## src/rtl/neocore_core_top.sv

```systemverilog
// NeoCore bring-up core: in-order, single-issue fetch/execute of NOP and HLT over a 128-bit fetch port.
// Optional NEOCORE_ILLEGAL_HALT_EN: unknown opcodes halt the core instead of executing as NOP.
module neocore_core_top #(
    parameter logic [31:0] RESET_PC   = 32'h0000_0000,
    parameter int unsigned ADDR_WIDTH = 32
) (
    input  logic                  clk,
    input  logic                  rst,
    output logic [ADDR_WIDTH-1:0] mem_if_addr,
    output logic                  mem_if_req,
    input  logic [127:0]          mem_if_rdata,
    input  logic                  mem_if_ack,
    output logic [ADDR_WIDTH-1:0] mem_data_addr,
    output logic [31:0]           mem_data_wdata,
    output logic [1:0]            mem_data_size,
    output logic                  mem_data_we,
    output logic                  mem_data_req,
    input  logic [31:0]           mem_data_rdata,
    input  logic                  mem_data_ack,
    output logic                  halted,
    output logic [31:0]           current_pc,
    output logic                  dual_issue_active
);

    localparam logic [7:0] OP_NOP = 8'h00;
    localparam logic [7:0] OP_HLT = 8'h12;

    typedef enum logic [1:0] {
        ST_FETCH = 2'd0,
        ST_EXEC  = 2'd1,
        ST_HALT  = 2'd2
    } state_t;

    state_t      r_state;
    logic [31:0] r_pc;
    logic [15:0] r_ir;
    logic        r_req;
    logic        r_halted;
    logic [7:0]  w_opcode;
    logic        w_unused;

    assign w_opcode = r_ir[7:0];

    always_ff @(posedge clk) begin
        if (rst) begin
            r_state  <= ST_FETCH;
            r_pc     <= RESET_PC;
            r_ir     <= 16'h0000;
            r_req    <= 1'b0;
            r_halted <= 1'b0;
        end else begin
            case (r_state)
                ST_FETCH: begin
                    // Only an ack answering our own request counts; the request drops in the EXEC cycle.
                    if (r_req && mem_if_ack) begin
                        r_ir    <= mem_if_rdata[127:112];
                        r_req   <= 1'b0;
                        r_state <= ST_EXEC;
                    end else begin
                        r_req <= 1'b1;
                    end
                end
                ST_EXEC: begin
                    case (w_opcode)
                        OP_HLT: begin
                            r_halted <= 1'b1;
                            r_state  <= ST_HALT;
                        end
                        OP_NOP: begin
                            r_pc    <= r_pc + 32'd2;
                            r_req   <= 1'b1;
                            r_state <= ST_FETCH;
                        end
                        default: begin
`ifdef NEOCORE_ILLEGAL_HALT_EN
                            r_halted <= 1'b1;
                            r_state  <= ST_HALT;
`else
                            r_pc    <= r_pc + 32'd2;
                            r_req   <= 1'b1;
                            r_state <= ST_FETCH;
`endif
                        end
                    endcase
                end
                ST_HALT: begin
                    r_req <= 1'b0;
                end
                default: begin
                    r_req   <= 1'b0;
                    r_state <= ST_FETCH;
                end
            endcase
        end
    end

    assign mem_if_addr       = r_pc[ADDR_WIDTH-1:0];
    assign mem_if_req        = r_req;
    assign current_pc        = r_pc;
    assign halted            = r_halted;
    assign dual_issue_active = 1'b0;

    // Data port is reserved in this revision.
    assign mem_data_addr  = '0;
    assign mem_data_wdata = 32'h0000_0000;
    assign mem_data_size  = 2'b00;
    assign mem_data_we    = 1'b0;
    assign mem_data_req   = 1'b0;

    assign w_unused = ^{mem_if_rdata[111:0], mem_data_rdata, mem_data_ack, r_ir[15:8]};

endmodule

```

## config.mk

```make
export PLATFORM = sky130hd
export DESIGN_NAME = neocore_core_top
export DESIGN_NICKNAME = d
export VERILOG_FILES = /design/src/rtl/neocore_core_top.sv
export SDC_FILE = /design/constraint.sdc
export NUM_CORES = 1
export LEC_CHECK = 0
export ABC_AREA = 1
export BUFFER_PORTS_ARGS = -buffer_cell sky130_fd_sc_hd__buf_2
export CORE_AREA = 2 2 115 117
export CTS_CLUSTER_DIAMETER = 150
export DETAILED_ROUTE_END_ITERATION = 8
export DIE_AREA = 0 0 117 119
export HOLD_SLACK_MARGIN = 0.15
export PLACE_DENSITY = 0.56
export SKIP_LAST_GASP = 1
export SLEW_MARGIN = 40
export SYNTH_ARGS = -nofsm -noshare
export SYNTH_HDL_FRONTEND = slang
export SYNTH_SLANG_ARGS = --single-unit
```

## constraint.sdc

```tcl
create_clock -name clk -period 4 [get_ports clk]
set_input_delay 0.2 -clock clk [delete_from_list [all_inputs] [get_ports clk]]
set_output_delay 0.2 -clock clk [all_outputs]
set_load 0.01 [all_outputs]
```

==> After elaboration in Yosys (flattened, before gate mapping) <==
Cells that the tools add are included.
{ "op_classes": {"addsub": 1, "mul": 0, "n_div": 0, "magnitude_cmp": 0, "n_eq_ne": 5, "shifts": 0, "mux": 6, "n_bitwise": 2, "reduce_logical": 6} }
{ "op_table": {"columns": ["cell", "count"], "rows": [
  ["$add 32x2->32 const B", 1],
  ["$eq 8x5->1 const B", 1],
  ["$reduce_and 2->1", 4],
  ["$pmux 2 s3", 1],
  ["$mux 2", 2],
  ["$ne 2x2->1 const B", 2],
  ["$eq 2x1->1 const B", 1],
  ["$eq 2x2->1 const B", 1],
  ["$logic_not 2->1", 1],
  ["$mux 1", 2],
  ["$not 1->1", 2],
  ["$pmux 1 s2", 1],
  ["$logic_and 1x1->1", 1]
]} }
{ "word_totals": {"register_bits": 44, "latch_bits": 0, "ramBits": 0, "romBits": 0, "input_bits": 164, "wordCells": 25, "memories": 0} }

==> Logic depth before layout (Yosys ltp) <==
Gate-level depths: netlist (run 1).
{ "logic_depth": {"ltp_word": 3, "depth_mapped": 10, "mapped_depth_nobuf": 9} }

==> Worst setup path after synthesis (run 1) <==
OpenSTA, ideal clock, no wires.
{ "synth_timing": {"path_kind": "flip-flop to flip-flop", "startpoint": "register r_pc[1] (netlist: current_pc[1])", "endpoint": "register r_pc[21] (netlist: current_pc[21])", "setup_time_ps": 115, "arrival_ps": 1332, "slack_ps": 2553, "stages_incl_launch_ff": 9, "n_path_buf": 0, "path_cell_list": "dfxtp_1 -> ha_1 -> nand3_2 -> nor2_2 -> nand2_1 -> nor2_4 -> nand3_1 -> nand2_1 -> nor2_1"} }
{ "synth_via": {"elab_chain_len": 1} }
{ "synth_rtl": {"columns": ["item", "line", "rtl"], "rows": [
  ["start: declaration", "35", "logic [31:0] r_pc;"],
  ["start signal: assignment", "70", "r_pc <= r_pc + 32'd2;"],
  ["start signal: assignment", "79", "r_pc <= r_pc + 32'd2;"],
  ["$add 32x2->32", "70, 79", null]
]} }
No other way between the ends.
A chain may end at the register's enable or synchronous reset.

==> Final worst setup path (run 1) <==
{ "layout_timing": {"startpoint": "register r_pc[2] (netlist: current_pc[2])", "endpoint": "register r_pc[31] (netlist: current_pc[31])"} }
Same word-level chain as after synthesis.

==> impl_metrics.ini, run 1 <==
[sta]
slew_viol_final = 0
finalCritPeriodShare = 0.4096
worstMarginPinSlew_ns = 0.5634
tns_ns = 0
setup_violations = 0
final.min_clock_period_ns = 1.638
rsz0062_at_grt = no
fin_skew_ns = 0.008100
max_slew_margin = 0.6238
finalHoldViolCount = 0
setup_slack_ns = 2.362
max_freq_mhz = 610.4

[logic_synthesis]
synth_top_family_by_area = simple AND/OR/NAND/NOR gates
ys_ff_latch = 43
synth_compound_area_frac = 0.07045
synth_area_leaders = dfxtp_1 (28%), buf_4 (25%), nand2_1 (12%), nor2_1 (8.8%), inv_1 (4.6%)
ys_seq_area_frac = 0.2770
synthCells = 471
yosysUniqueCellTypes = 25
yosys_warnings = 0
synth-simple-area-share = 0.3341
netlist.area_leader.share = 0.2770
syn_avg_cell_area_um2 = 6.599
synthMuxAreaShare = 0
synthAdderAreaFrac = 0.004026
syn_area_um2 = 3108
yosysTopAreaCell = dfxtp_1
synth_xor_xnor_area_share = 0

[setup_path]
r2r_end = current_pc[31]
arrival_ns = 1.82
worst-path-buf-inv = 1
crit_type = flop to flop
end_kind = flop
critPathTopFamily = simple AND/OR/NAND/NOR gates
r2r_cells = 8
start_kind = flop
max_stage_delay_ns = 0.43
cp-startpoint = current_pc[2]
crit_path_cell_trace = ha_1 -> nand3_2 -> inv_1 -> nand2_1 -> nor2_1 -> nand4_1 -> nand2_1 -> nor2_1
worstPathRequired_ns = 4.18
crit_cells = 8
rrSetupSlack_ns = 2.36
timing.rr.start = current_pc[2]
crit_fanout = 5
critPathCapture = current_pc[31]
slowest_stage = dfxtp_1

[flow_run]
drv_cap = 0

[place]
dp_hpwl_um = 5418
port_buffers = 74
place_ws_ns = 2.372
gp_congestion = 0.8309

[clock_network]
post_cts_resized = 0
numCtsBuffers = 5
postCtsSetupBuffers = 0
insertion_delay_ns = 0.29
cts.clk_slew.worst_paths_ns = 0.07
cts_max_level = 2
clockBufferDepth = 2
cts_hold_buf = 0
clock-root-buffer = clkbuf_16
cts_tree = built
clock-sinks = 43

[drt]
routed_wl_um = 6864
drcViolationCount = 0
wire_per_inst_um = 9.962
dr.pass1.iters = 4
via_per_inst = 3.819
drt_iter0_markers = 118
ant_nets = 0
vias = 2631

[floorplan]
row_count = 42
fp.dieW_um = 117
core_um2 = 12870
die_area_um2 = 13920
dieHeight_um = 119
pin_count = 299
initial_core_util = 0.2414

[min_path]
worstHoldStart = mem_if_rdata[115]
hp-class = primary input to flop

[global_routing]
grt-ovfl-total = 0
antenna_found_initial = 0
grt_pass1_vias = 2091
grt_pass1_wl_um = 10650
grt_max_degree = 36
track_usage = 0.09863

[finish]
diodes = 0
syn2layout_area_growth_pct = 6.522
drive_gt1_frac = 0.2164
fillers = 1445
fin_nets = 677
final_core_util = 0.2571

[pwr]
p_leak_uw = 0.001572
power_density_nw_per_um2 = 300.2
ir_drop_uv = 124.0

[outcome]
status = completed
-- cell usage in the layout (no fill, tap or decap), drive strengths merged --
cell type / instances
nand4: 3
clkinv: 2
clkbuf: 5
nor2: 90
a31oi: 1
a21oi: 26
nor3: 6
bufinv: 1
buf: 74
o21bai: 3
o21ai: 12
dfxtp: 43
nand3: 30
inv: 41
nor3b: 1
nand2: 102
conb: 71
ha: 1
and2: 1
-- logic make-up after synthesis --
family | Yosys count
fa+ha+maj | 1
flops | 43
compound gates | 42
other cells | 1
buf+inv | 151
simple gates | 233
-- worst min-delay path: cells and delay by family --
kind            cells  cell delay (ns)
compound gates      2             0.17
buf+inv             1             0.08
-- cell type report --
cell class / count / area [um2] / area share
sequential: 43 / 860.8 / 0.2600
timing repair buffer: 74 / 370.4 / 0.1119
multi-input combinational: 347 / 1536 / 0.4641
tap: 176 / 220.2 / 0.06652
inverter: 41 / 153.9 / 0.04649
clock buffer: 5 / 125.1 / 0.03779
clock inverter: 3 / 43.79 / 0.01323
-- power breakdown --
part | switching (uW) | total (uW) | internal [uW]
logic | 63.6 | 81.4 | 17.8
registers | 5.86 | 443 | 437
clock network | 175 | 470 | 294
total | 244 | 994 | 749
-- per-stage QoR --
step | cell area, um2 | power (uW) | hold slack (ns) | cells
finish | 3311 | 993.8 | 0.1898 | 689
global route | 3311 | 1034 | 0.1999 | 689
CTS | 3311 | 1012 | 0.1904 | 689
detailed placement | 3142 | 534.3 | 0.4444 | 681
global placement | 3142 | 534.0 | 0.4440 | 681
floorplan | 3371 | 573.7 | 0.3918 | 541
-- synth_stat cells, drive strengths merged --
cell	count
a21oi	26
a31oi	1
and2	1
buf	110
conb	1
dfxtp	43
ha	1
inv	41
nand2	102
nand3	30
nand4	3
nor2	90
nor3	6
nor3b	1
o21ai	12
o21bai	3
-- per-layer routing --
layer / up-vias / GRT usage / wire length (um)
met5: - / 0 / 0
met4: 0 / 0.04044 / 142
met3: 10 / 0.01985 / 369
met2: 96 / 0.1546 / 3147
met1: 1148 / 0.1312 / 3205
li1: 1377 / - / -
-- worst min-delay path by stage --
| stage | endpoint | slack, ns | depth (start not counted) |
|---|---|---|---|
| 2_1_floorplan | r_ir[7] | 0.39 | 2 |
| 3_3_place_gp | halted | 0.44 | 2 |
| 3_5_place_dp | halted | 0.44 | 2 |
| 4_1_cts | r_ir[2] | 0.19 | 3 |
| 5_1_grt | r_ir[3] | 0.20 | 3 |
| 6_report | r_ir[3] | 0.19 | 3 |
-- flip-flops by register name, summed over array words and instances, names as in the netlist --
register	count
current_pc	31
halted	1
mem_if_req	1
r_ir	8
r_state	2
Power figures use the tool's default switching activity.
==> run 2: changes to the inputs <==
CORE_AREA = 2 2 116 118   (was 2 2 115 117)
DIE_AREA = 0 0 118 120   (was 0 0 117 119)
PLACE_DENSITY = 0.55   (was 0.56)
clock period = 1.55 ns   (was 4 ns; I/O delays follow)
==> impl_metrics.ini, run 2 (synthesis results as in run 1) <==
[outcome]
status = completed

[clock_network]
cts_max_level = 2
clockBufferDepth = 2
cts_tree = built
insertion_delay_ns = 0.29
clock-sinks = 43
clock-root-buffer = clkbuf_16
cts.clk_slew.worst_paths_ns = 0.06
numCtsBuffers = 5
postCtsSetupBuffers = 0

[setup_path]
r2r_cells = 9
critPathTopFamily = simple AND/OR/NAND/NOR gates
end_kind = flop
slowest_stage = dfxtp_1
worst-path-buf-inv = 1
crit_cells = 9
worstPathRequired_ns = 1.73
start_kind = flop
crit_type = flop to flop
crit_path_cell_trace = nand2_1 -> inv_1 -> nand2_1 -> nor2_4 -> nand2_1 -> nor2_4 -> nand3_1 -> nand2_1 -> nor2_1
arrival_ns = 1.61
cp_common_cell = nand2_1
max_stage_delay_ns = 0.41
crit_fanout = 6

[sta]
finalHoldViolCount = 0
finalCritPeriodShare = 0.9192
fin_skew_ns = 0.007045
setup_violations = 0
setup_slack_ns = 0.1252
slew_viol_final = 0
rsz0062_at_grt = yes
final.min_clock_period_ns = 1.425
max_freq_mhz = 701.9

[min_path]
whs_path_depth = 2
hp-class = flop to flop

[floorplan]
die_area_um2 = 14160
dieHeight_um = 120
pin_count = 299
fp.dieW_um = 118
row_count = 42
core_um2 = 12980
initial_core_util = 0.2394

[global_routing]
track_usage = 0.1012
grt-ovfl-total = 0
grt_max_degree = 24
antenna_found_initial = 0
grt_pass1_wl_um = 11420
grt_pass1_vias = 2259

[drt]
wire_per_inst_um = 10.09
vias = 2700
via_per_inst = 3.750
routed_wl_um = 7265
ant_nets = 0
drt_iter0_markers = 96
drcViolationCount = 0
dr.pass1.iters = 4

[pwr]
ir_drop_uv = 365.6
p_leak_uw = 0.001732
power_density_nw_per_um2 = 723.7
p_total_uw = 2634

[place]
dp_hpwl_um = 5817
port_buffers = 74
dpl-instance-area_um2 = 3312
place_ws_ns = 0.05083
gp_congestion = 0.8415
dp.cells = 702

[finish]
final_cells = 720
fin_nets = 708
diodes = 0
layout_common_cells = nand2_1 (97), buf_2 (74), nor2_1 (73)
largest_reg_flops = 31
fillers = 1446
syn2layout_area_growth_pct = 17.11
postLayoutCellArea_um2 = 3640
final_core_util = 0.2804
drive_gt1_frac = 0.2518
final_common_cell = nand2_1

[flow_run]
drv_cap = 0
[run 2: cell count changes in the layout (fill, tap and decap cells not counted), sizes merged]
cell / previous run / this run
buf: 74 / 95
clkbuf: 5 / 6
clkinv: 2 / 1
dlygate4sd3: 0 / 10
[run 2: cell type report]
| class | instances | area [um2] | share of cell area |
|---|---|---|---|
| repair buffers | 105 | 640.6 | 0.1760 |
| flip-flops and latches | 43 | 864.6 | 0.2375 |
| clock buffers | 6 | 138.9 | 0.03816 |
| multi-input cells | 347 | 1587 | 0.4359 |
| clock inverters | 2 | 35.03 | 0.009625 |
| well taps | 176 | 220.2 | 0.06050 |
| inverters | 41 | 153.9 | 0.04228 |
[run 2: layer usage]
layer	vias up	wire length [um]	share of wire	track usage
met5	-	0	0	0
met4	0	83	0.011	0.02786
met3	7	445	0.061	0.02567
met2	101	3448	0.47	0.1664
met1	1161	3287	0.45	0.1316
li1	1431	-	-	-
[run 2: repair_timing]
action / 4_1_cts / 5_1_grt
gates resized for setup: 0 / 13
hold buffers: 10 / 0
hold endpoints to repair: 16 / 0
setup endpoints to repair: 0 / 12
[run 2: power by group]
group / leakage [uW] / internal [uW] / switching, uW
logic: 0.00130 / 74.7 / 173
registers: 0.000350 / 1130 / 13.2
clock network: 0.0000868 / 802 / 443
[run 2: path summary, 6_finish.rpt]
path	start	to	slack, ns
setup reg to reg	current_pc[6]	current_pc[21]	0.13
hold reg to reg	halted	halted	0.45
setup / recovery	current_pc[6]	current_pc[21]	0.13
hold / removal	halted	halted	0.45
[run 2: tightest hold or removal path, delay by kind of cell (launching register included)]
kind,cells,cell delay [ns]
compound gates,1,0.05
buf+inv,1,0.05
flops,1,0.31
[run 2: stage by stage]
stage	hold slack, ns	TNS [ns]
global placement	0.3568	0
CTS	0.4554	0
finish	0.4544	0
floorplan	0.2693	0
detailed placement	0.3633	0
global route	0.4927	-0.02467
